### src/rtl/serial_quant_packer.sv
// serial_quant_packer: captures one cache block of words and their quantization
// metadata, quantizes LANES words per clock and packs the variable-width codes
// LSB-first into one L2-line-wide word.
// Optional build macro: SERIAL_QUANT_RAW_OUTLIER_EN packs words flagged as
// outliers as their raw input value (full word width) instead of as a code.

// One-word quantizer: (word - mid), optionally arithmetic-shifted right by the
// step exponent, with bool bytes collapsed to 0/1. A word is an outlier when
// its code does not fit a signed field of bitWidth bits (bitWidth 0 never is).
module OneWayQuantizer #(
    parameter int W  = 32,
    parameter int EL = 8,
    parameter int NB = 4
) (
    input  logic [W-1:0]  word,
    input  logic [W-1:0]  mid,
    input  logic [EL-1:0] stepSize,
    input  logic [4:0]    bitWidth,
    input  logic          conv,
    input  logic [NB-1:0] isBool,
    output logic [W-1:0]  code,
    output logic          isOutlier
);
    localparam int BYW = W / NB;

    logic signed [W-1:0] diff, shifted, hi;

    // quantize and range-check the code against its field width
    always_comb begin
        diff    = $signed(word) - $signed(mid);
        shifted = conv ? (diff >>> stepSize) : diff;
        code    = shifted;
        for (int b = 0; b < NB; b++)
            if (isBool[b]) code[b*BYW +: BYW] = {{(BYW-1){1'b0}}, |shifted[b*BYW +: BYW]};
        // fits in bitWidth signed bits iff everything above the sign bit is a sign copy
        hi        = $signed(code) >>> (bitWidth - 5'd1);
        isOutlier = (bitWidth != 5'd0) && !((hi == '0) || (&hi));
    end
endmodule

module serial_quant_packer #(
    parameter int L2_WIDTH         = 512,
    parameter int WordWidth_WIDTH  = 32,
    parameter int ExponentLength   = 8,
    parameter int NumOfWordsinBlk  = 16,
    parameter int NumOfBytesInWord = 4,
    parameter int LANES            = 1
) (
    input  logic                                          clk,
    input  logic                                          rst_n,
    input  logic                                          start,
    output logic                                          ready,
    input  logic                                          abort,
    input  logic [WordWidth_WIDTH*NumOfWordsinBlk-1:0]    InputWords,
    input  logic [5*NumOfWordsinBlk-1:0]                  bitWidthArray,
    input  logic [WordWidth_WIDTH*NumOfWordsinBlk-1:0]    MidArray,
    input  logic [ExponentLength*NumOfWordsinBlk-1:0]     stepSizeArray,
    input  logic [NumOfWordsinBlk-1:0]                    ConvArray,
    input  logic [NumOfBytesInWord*NumOfWordsinBlk-1:0]   isBoolArray,
    output logic [L2_WIDTH-1:0]                           OutpuStr,
    output logic [$clog2(L2_WIDTH+1)-1:0]                 numberOfValidBits,
    output logic [NumOfWordsinBlk-1:0]                    IsOutlierArray,
    output logic                                          out_valid,
    output logic                                          done
);
    localparam int W  = WordWidth_WIDTH;
    localparam int EL = ExponentLength;
    localparam int NW = NumOfWordsinBlk;
    localparam int NB = NumOfBytesInWord;
    localparam int NG = NW / LANES;
    localparam int GW = (NG > 1) ? $clog2(NG) : 1;
    localparam int CW = $clog2(L2_WIDTH + 1);
    localparam int FW = $clog2(W + 1);

    typedef enum logic [1:0] {IDLE, RUN, DONE} state_t;

    state_t            state;
    logic [GW-1:0]     grp;

    // captured block
    logic [W*NW-1:0]   capWords, capMid;
    logic [5*NW-1:0]   capBw;
    logic [EL*NW-1:0]  capStep;
    logic [NW-1:0]     capConv;
    logic [NB*NW-1:0]  capBool;

    // per-lane operands and results for the current group
    logic [LANES-1:0][W-1:0]  laneWord, laneMid, laneCode, laneVal;
    logic [LANES-1:0][4:0]    laneBw;
    logic [LANES-1:0][EL-1:0] laneStep;
    logic [LANES-1:0][NB-1:0] laneBool;
    logic [LANES-1:0]         laneConv, laneOut;
    logic [LANES-1:0][FW-1:0] laneF;
    logic [LANES:0][CW-1:0]   laneOff;

    logic [L2_WIDTH-1:0] packNext;
    logic [NW-1:0]       flagsNext;

    // route the words of group grp onto the lanes
    always_comb begin
        laneWord = '0;
        laneMid  = '0;
        laneBw   = '0;
        laneStep = '0;
        laneConv = '0;
        laneBool = '0;
        for (int g = 0; g < NG; g++) begin
            if (grp == GW'(g)) begin
                for (int j = 0; j < LANES; j++) begin
                    laneWord[j] = capWords[(g*LANES+j)*W +: W];
                    laneMid[j]  = capMid[(g*LANES+j)*W +: W];
                    laneBw[j]   = capBw[(g*LANES+j)*5 +: 5];
                    laneStep[j] = capStep[(g*LANES+j)*EL +: EL];
                    laneConv[j] = capConv[g*LANES+j];
                    laneBool[j] = capBool[(g*LANES+j)*NB +: NB];
                end
            end
        end
    end

    for (genvar j = 0; j < LANES; j++) begin : gLane
        OneWayQuantizer #(.W(W), .EL(EL), .NB(NB)) uQuant (
            .word      (laneWord[j]),
            .mid       (laneMid[j]),
            .stepSize  (laneStep[j]),
            .bitWidth  (laneBw[j]),
            .conv      (laneConv[j]),
            .isBool    (laneBool[j]),
            .code      (laneCode[j]),
            .isOutlier (laneOut[j])
        );
    end

    // field width and masked value per lane, then the offset chain and the packed line
    always_comb begin
        laneOff    = '0;
        laneF      = '0;
        laneVal    = '0;
        laneOff[0] = numberOfValidBits;
        packNext   = OutpuStr;
        for (int j = 0; j < LANES; j++) begin
`ifdef SERIAL_QUANT_RAW_OUTLIER_EN
            if (laneOut[j]) begin
                laneF[j]   = FW'(W);
                laneVal[j] = laneWord[j];
            end else begin
                laneF[j]   = FW'(laneBw[j]);
                laneVal[j] = laneCode[j];
            end
`else
            laneF[j]   = FW'(laneBw[j]);
            laneVal[j] = laneCode[j];
`endif
            if (laneF[j] < FW'(W))
                laneVal[j] = laneVal[j] & ((W'(1) << laneF[j]) - W'(1));
            laneOff[j+1] = laneOff[j] + CW'(laneF[j]);
            // bits above the running count are zero, so OR-ing in never disturbs earlier fields
            packNext = packNext | (L2_WIDTH'(laneVal[j]) << laneOff[j]);
        end
    end

    // outlier flags of the current group land in their word slots
    always_comb begin
        flagsNext = IsOutlierArray;
        for (int k = 0; k < NW; k++)
            if (grp == GW'(k / LANES)) flagsNext[k] = laneOut[k % LANES];
    end

    // control FSM with registered outputs; abort overrides everything
    always_ff @(posedge clk or negedge rst_n) begin
        if (!rst_n) begin
            state             <= IDLE;
            grp               <= '0;
            ready             <= 1'b1;
            done              <= 1'b0;
            out_valid         <= 1'b0;
            OutpuStr          <= '0;
            numberOfValidBits <= '0;
            IsOutlierArray    <= '0;
            capWords          <= '0;
            capMid            <= '0;
            capBw             <= '0;
            capStep           <= '0;
            capConv           <= '0;
            capBool           <= '0;
        end else if (abort) begin
            state             <= IDLE;
            grp               <= '0;
            ready             <= 1'b1;
            done              <= 1'b0;
            out_valid         <= 1'b0;
            OutpuStr          <= '0;
            numberOfValidBits <= '0;
            IsOutlierArray    <= '0;
            capWords          <= '0;
            capMid            <= '0;
            capBw             <= '0;
            capStep           <= '0;
            capConv           <= '0;
            capBool           <= '0;
        end else begin
            done <= 1'b0;
            case (state)
                RUN: begin
                    OutpuStr          <= packNext;
                    numberOfValidBits <= laneOff[LANES];
                    IsOutlierArray    <= flagsNext;
                    if (grp == GW'(NG - 1)) begin
                        state     <= DONE;
                        ready     <= 1'b1;
                        out_valid <= 1'b1;
                        done      <= 1'b1;
                    end else begin
                        grp <= grp + GW'(1);
                    end
                end
                default: begin
                    if (start) begin
                        state             <= RUN;
                        grp               <= '0;
                        ready             <= 1'b0;
                        out_valid         <= 1'b0;
                        OutpuStr          <= '0;
                        numberOfValidBits <= '0;
                        IsOutlierArray    <= '0;
                        capWords          <= InputWords;
                        capMid            <= MidArray;
                        capBw             <= bitWidthArray;
                        capStep           <= stepSizeArray;
                        capConv           <= ConvArray;
                        capBool           <= isBoolArray;
                    end
                end
            endcase
        end
    end
endmodule

### config.mk
export PLATFORM = sky130hd
export DESIGN_NAME = serial_quant_packer
export DESIGN_NICKNAME = d
export VERILOG_FILES = /design/src/rtl/serial_quant_packer.sv
export SDC_FILE = /design/constraint.sdc
export NUM_CORES = 2
export LEC_CHECK = 0
export BUFFER_PORTS_ARGS = -buffer_cell sky130_fd_sc_hd__buf_2
export CAP_MARGIN = 10
export CORE_AREA = 2 2 728 730
export CTS_CLUSTER_DIAMETER = 100
export DETAILED_ROUTE_END_ITERATION = 7
export DIE_AREA = 0 0 730 732
export PLACE_DENSITY = 0.33
export SYNTH_ARGS = -nofsm -noshare
export SYNTH_HDL_FRONTEND = slang
export SYNTH_SLANG_ARGS = --single-unit
export TNS_END_PERCENT = 100
### constraint.sdc
create_clock -name clk -period 30.1 [get_ports clk]
set_clock_uncertainty 0.2 [all_clocks]
set_input_delay 6.02 -clock clk [delete_from_list [all_inputs] [get_ports clk]]
set_output_delay 6.02 -clock clk [all_outputs]
set_load 0.005 [all_outputs]
### Yosys cells after proc, flatten, opt, wreduce, memory -nomap -nowiden

Index checks and enable logic that the tools add are counted.

* add/subtract/negate cells: 5
* multipliers: 0
* div/mod/pow operators: 0
* magnitude comparators: 0
* eq/ne operators: 34
* shifts and indexed selects: 4
* muxes and demuxes: 160
* bitwise operators: 2
* reductions and logical operators: 31

Operators by type and width (number)
* 512-bit 2-to-1 mux: 9
* 32-bit 2-to-1 mux: 33
* 512-bit bitwise OR: 1
* 32-bit by 10-bit << shifter with 512-bit output: 1
* 128-bit 2-to-1 mux: 3
* 80-bit 2-to-1 mux: 3
* 64-bit 2-to-1 mux: 3
* 8-bit 2-to-1 mux: 20
* 16-bit 2-to-1 mux: 6
* 4-bit 2-to-1 mux: 20
* 5-bit 2-to-1 mux: 16
* 3-bit inequality test, second input constant: 17
* 1-bit 2-to-1 mux: 40
* 2-bit AND reduction: 18
* 32-bit bitwise AND: 1
* 4-bit equality test, second input constant: 8
* 32-bit logical NOT: 1
* 32-bit AND reduction: 1
* 8-bit OR reduction: 4
* 1-bit by 5-bit << shifter with 32-bit output, first input constant: 1
* 32-bit by 5-bit >>> shifter with 32-bit output: 1
* 32-bit by 8-bit >>> shifter with 32-bit output: 1
* 32-bit by 1-bit subtractor with 32-bit output, second input constant: 1
* 32-bit subtractor: 1
* other kinds (17): 26

* bits in registers: 1859
* bits in latches: 0
* memory bits (writable): 0
* ROM bits: 0
* output and inout bits: 541
* logic and storage cells: 265
* memories: 0

### Depth between registers and ports, before layout

* depth in word-level cells: 30
* mapped depth: 49

### Modules after synthesis

A second synthesis with hierarchy kept.

* cells, all modules: 8741
* area total of the unflattened synthesis: 91418.9 um2

Modules (own cells, without submodules)
* serial_quant_packer: instances 1, cells each 7278, area an instance 82261.4 um2, seq. area each 46495.8 um2
* OneWayQuantizer: instances 1, cells each 1463, area an instance 9157.5 um2, seq. area each 0.0 um2

### Worst setup path after synthesis

No wires, ideal clock.

* path kind: register -> register
* from: register grp[0]
* to: register IsOutlierArray[2]
* setup time: 0.130 ns
* arrival time: 9.093 ns
* path slack: 20.677 ns
* cell stages (with the launch flop): 44
* path buffers: 9
* period minus slack after synthesis: 9.423 ns
* cell sequence: dfrtp_1 -> inv_1 -> ha_1 -> buf_2 -> buf_2 -> buf_2 -> buf_1 -> buf_2 -> nand2_1 -> nor2_1 -> clkbuf_1 -> buf_1 -> a221oi_1 -> nor3_1 -> a221oi_1 -> a211oi_1 -> a21oi_1 -> o211ai_1 -> [... 8 more ...] -> a2111o_1 -> nand2_2 -> nand3_1 -> or3_4 -> a31oi_4 -> nor3_1 -> a31o_4 -> o41ai_4 -> o41ai_1 -> a21o_2 -> a21boi_4 -> a2bb2oi_1 -> or4_1 -> a2111oi_2 -> nand4_1 -> o311ai_4 -> buf_6 -> o21ai_2

* longest elaborated chain between the ends: 30

RTL lines
* from (decl): RTL line 78 `logic [GW-1:0] grp;`
* from (signal assigned): RTL line 214 `grp <= grp + GW'(1);`
* 4-bit logical NOT: RTL line 108 `if (grp == GW'(g)) begin`
* 32-bit 2-to-1 mux (16 in a row): RTL line 108
* 32-bit subtractor: RTL line 30 `diff = $signed(word) - $signed(mid);`
* 32-bit by 8-bit >>> shifter with 32-bit output: RTL line 31 `shifted = conv ? (diff >>> stepSize) : diff;`
* 32-bit 2-to-1 mux: RTL line 31
* 8-bit OR reduction: RTL line 34 `if (isBool[b]) code[b*BYW +: BYW] = {{(BYW-1){1'b0}}, |shifted[b*BYW +: BYW]};`
* 8-bit 2-to-1 mux: RTL line 34
* 32-bit by 5-bit >>> shifter with 32-bit output: RTL line 36 `hi = $signed(code) >>> (bitWidth - 5'd1);`
* 32-bit logical NOT / 32-bit AND reduction (equally long branches): RTL line 37 `isOutlier = (bitWidth != 5'd0) && !((hi == '0) || (&hi));`
* 1-bit logical OR: RTL line 37
* 1-bit logical NOT: RTL line 37
* 1-bit logical AND: RTL line 37
* 1-bit 2-to-1 mux: RTL line 166 `if (grp == GW'(k / LANES)) flagsNext[k] = laneOut[k % LANES];`
* 16-bit 2-to-1 mux: RTL line 203 `case (state)`
* 16-bit 2-to-1 mux: RTL line 186 `end else if (abort) begin`
* to (signal assigned): RTL line 207 `IsOutlierArray <= flagsNext;`
* to (decl): RTL line 62 `output logic [NumOfWordsinBlk-1:0] IsOutlierArray,`

Several ways; a longest one is shown, not always the timed one. The select of a mux whose other input is x is not followed.
A chain may end at the register's enable or synchronous reset.

### Worst setup path in the final report

* from: register grp[0]
* to: register OutpuStr[32]

* longest elaborated chain between the ends: 27

RTL lines
* 4-bit logical NOT: RTL line 108
* 32-bit 2-to-1 mux (16 in a row): RTL line 108
* 32-bit subtractor: RTL line 30
* 32-bit by 8-bit >>> shifter with 32-bit output: RTL line 31
* 32-bit 2-to-1 mux: RTL line 31
* 8-bit OR reduction: RTL line 34
* 8-bit 2-to-1 mux: RTL line 34
* 32-bit bitwise AND (*): RTL line 155 `laneVal[j] = laneVal[j] & ((W'(1) << laneF[j]) - W'(1));`
* 32-bit by 10-bit << shifter with 512-bit output (*): RTL line 158 `packNext = packNext | (L2_WIDTH'(laneVal[j]) << laneOff[j]);`
* 512-bit bitwise OR (*): RTL line 158
* 512-bit 2-to-1 mux (*): RTL line 203
* 512-bit 2-to-1 mux (*): RTL line 186
* to (signal assigned): RTL line 205 `OutpuStr <= packNext;`
* to (decl): RTL line 60 `output logic [L2_WIDTH-1:0] OutpuStr,`

Mark *: on every way between the ends. The rest lies on a longest branch, timed or not.

==> reports/results.ini <==
[outcome]
outcome = finished, final reports clean

[synth]
syn_inst = 8913
synth_top_cells_by_area = dfrtp_1 (51%), a22o_1 (13%), a21oi_1 (3.0%)
synthArstFlopShare = 1.00
synth-seq-cells = 1858
synth_edf_count = 0
yosys.area.top_type = dfrtp_1
yosys_warnings = 0
synth-main-ff-cell = dfrtp_1
synth_top_cell_area_share = 0.510
synth_seq_area_share = 0.510
syn-num-nets = 10278
syn_area_mm2 = 0.0911
avgSynthCellArea_um2 = 10.2
ys_types = 135

[floorplanning]
die_area_mm2 = 0.534
core_area_mm2 = 0.527
initial_core_util = 0.173
die_y_um = 732
num_io_pins = 1857
die_w_um = 730
num_rows = 267

[placement]
dp_cells = 17180
hpwl_um = 503000
gp_congestion = 0.898
numPortBuffers = 1856
preCtsSetupSlack_ns = 14.40
place_area_mm2 = 0.109

[cts]
clk_pin_slew_worst_paths_ns = 0.06
cts_resized = 0
htreeDepth = 4
clockBufferDepth = 4
cts_setup_buffers = 0
cts_hold_buf = 0
cts_buffers = 243
clockRootBuffer = clkbuf_16
clock_sinks = 1858
cts_tree = done
clock_latency_ns = 1.03

[worst_hold_path]
hp-start = OutpuStr[362]
hold_path_class = register to register
hold_end = OutpuStr[362]
hold_depth = 2

[final_layout]
layout_commonest_cell = buf_2
seqCellArea_mm2 = 0.0465
layout-drive-gt1-share = 0.268
design_area_mm2 = 0.118
layout.nets = 11796
final_cells = 17876
layout_common_cells = buf_2 (1,855), dfrtp_1 (1,852), a22o_1 (1,343), nor2_1 (701), nand2_1 (625)
fillerInstances = 57529
syn2layout_area_growth_pct = 29.1
multi_input_area_mm2 = 0.0414

[setup_path]
crit_arrival_ns = 16.42
cp-end-kind = register
crit_top_cell = a21oi_1
ff2ff_setup_slack_ns = 14.16
crit_path_max_fanout = 57
r2r_end = OutpuStr[32]
critPathRequiredTime_ns = 30.57
rr_worst_depth = 37
cp-start-kind = register
critPathSlowestCell = o41ai_1
worstSetupPathType = register to register
r2r-start = grp[0]
max_stage_delay_ns = 1.13

[power_and_ir_drop]
p_seq_frac = 0.341
p_switching_mw = 2.86
cellInternalPower_mw = 5.02
ir_drop_uv = 61.9
leakagePower_nw = 54.3
swShare = 0.363
p_per_area_mw_per_mm2 = 67.0
comb_power_share = 0.263
clkPwrFrac = 0.396

[sta]
fin_crit_ns = 15.94
fin_ws_ns = 14.16
finalSetupTns_ns = 0
rsz0062_at_grt = false
finalSetupViolations = 0
timing_max_transition_violations_final = 0
finalHoldViolations = 0
max_freq_mhz = 62.7
finalCritPeriodShare = 0.530
slew_headroom = 0.0521
tightest_slew_ns = 1.42

[drt]
via_per_inst = 4.99
vias = 89114
drc = 0
dr.pass1.iters = 6
ant_nets = 0
wl_um = 656000
avgRoutedWirePerCell_um = 36.7
dr.first_iter.drc_count = 8086

[global_route]
grt-ovfl-total = 0
grt_usage = 0.236
grt_max_degree = 204
grt_antenna_before_repair = 452
grt_pass1_wl_um = 866000
grt_pass1_vias = 89671

[flow_run]
drv_cap = 0

[cell type report]
| cell class | count | area share |
|---|---|---|
| flip-flops and latches | 1858 | 0.395 |
| multi-input cells | 6109 | 0.352 |
| repair buffers | 2143 | 0.0991 |
| well taps | 6994 | 0.0744 |
| clock buffers | 355 | 0.0601 |
| clock inverters | 95 | 0.0112 |
| diodes | 246 | 0.00523 |
| inverters | 76 | 0.00243 |
[per-layer routing]
| metal | GRT usage | share of wire | vias up |
|---|---|---|---|
| met5 | 0 | 0.0024 | - |
| met4 | 0.106 | 0.054 | 246 |
| met3 | 0.0552 | 0.068 | 1200 |
| met2 | 0.402 | 0.49 | 3774 |
| met1 | 0.280 | 0.39 | 46139 |
| li1 | - | - | 37755 |
[logic make-up (layout without fill, tap and decap cells)]
family                   Yosys count  count (layout)  synth area share
AO/OA/AOI/OAI                   3905            3905             0.325
XOR/XNOR                          37              37           0.00364
adder cells (fa/ha/maj)           49              49           0.00690
buffers and inverters            946            2669            0.0421
flip-flops                      1858            1858             0.510
multiplexers                      98              98            0.0121
other                              0             246                 0
AND/OR/NAND/NOR                 2020            2020            0.0997
[power by group through the flow]
stage          combinational [mW]  clock, mW  sequential, mW
2_1_floorplan                1.04          0            2.69
3_3_place_gp                 2.07          0            2.73
3_5_place_dp                 2.06          0            2.73
4_1_cts                      2.07       3.19            2.69
5_1_grt                      2.17       3.28            2.70
6_report                     2.07       3.12            2.69
[worst max-delay path: cells and delay by family (launching register included)]
kind | cells | cell delay (ns)
AO/OA/AOI/OAI | 21 | 7.99
adder cells (fa/ha/maj) | 2 | 1.05
buffers and inverters | 3 | 1.99
flip-flops | 1 | 0.50
multiplexers | 3 | 1.27
AND/OR/NAND/NOR | 8 | 2.42
[stage by stage]
stage | util | power [mW] | hold WS (ns)
floorplan | - | 3.74 | 0.263
global placement | 0.206 | 4.81 | 0.255
detailed placement | 0.206 | 4.79 | 0.254
CTS | 0.222 | 7.94 | 0.268
global route | 0.223 | 8.15 | 0.286
finish | 0.223 | 7.88 | 0.270
[state kept, by name, indices dropped and copies added, names as in the netlist, 4 cells and up]
register	flops
capConv	16
IsOutlierArray	16
capWords	512
OutpuStr	512
capBool	64
grp	4
numberOfValidBits	10
capMid	512
capBw	80
capStep	128
[cells in the mapped netlist, types with 47 or more instances]
library cell,instances
a22oi_1,226
nand3_1,103
a31oi_1,76
inv_1,68
a22o_1,1343
buf_2,78
o21ai_0,519
nor3_1,219
a211oi_1,208
nand2_1,629
ha_1,47
nor2_1,725
clkbuf_1,727
mux2i_1,54
o221ai_1,65
dfrtp_1,1857
o211ai_1,88
a221oi_1,162
a221o_1,99
a21oi_1,547
[worst max-delay path by stage]
stage	startpoint	endpoint	slack, ns
after floorplan	grp[0]	IsOutlierArray[2]	20.68
after global placement	grp[0]	IsOutlierArray[15]	14.11
final	grp[0]	OutpuStr[32]	14.16
after global routing	grp[0]	OutpuStr[224]	13.74
after detailed placement	grp[0]	OutpuStr[32]	14.40
after CTS	grp[0]	OutpuStr[32]	14.23
No activity file was read; power rests on OpenSTA's default activity.
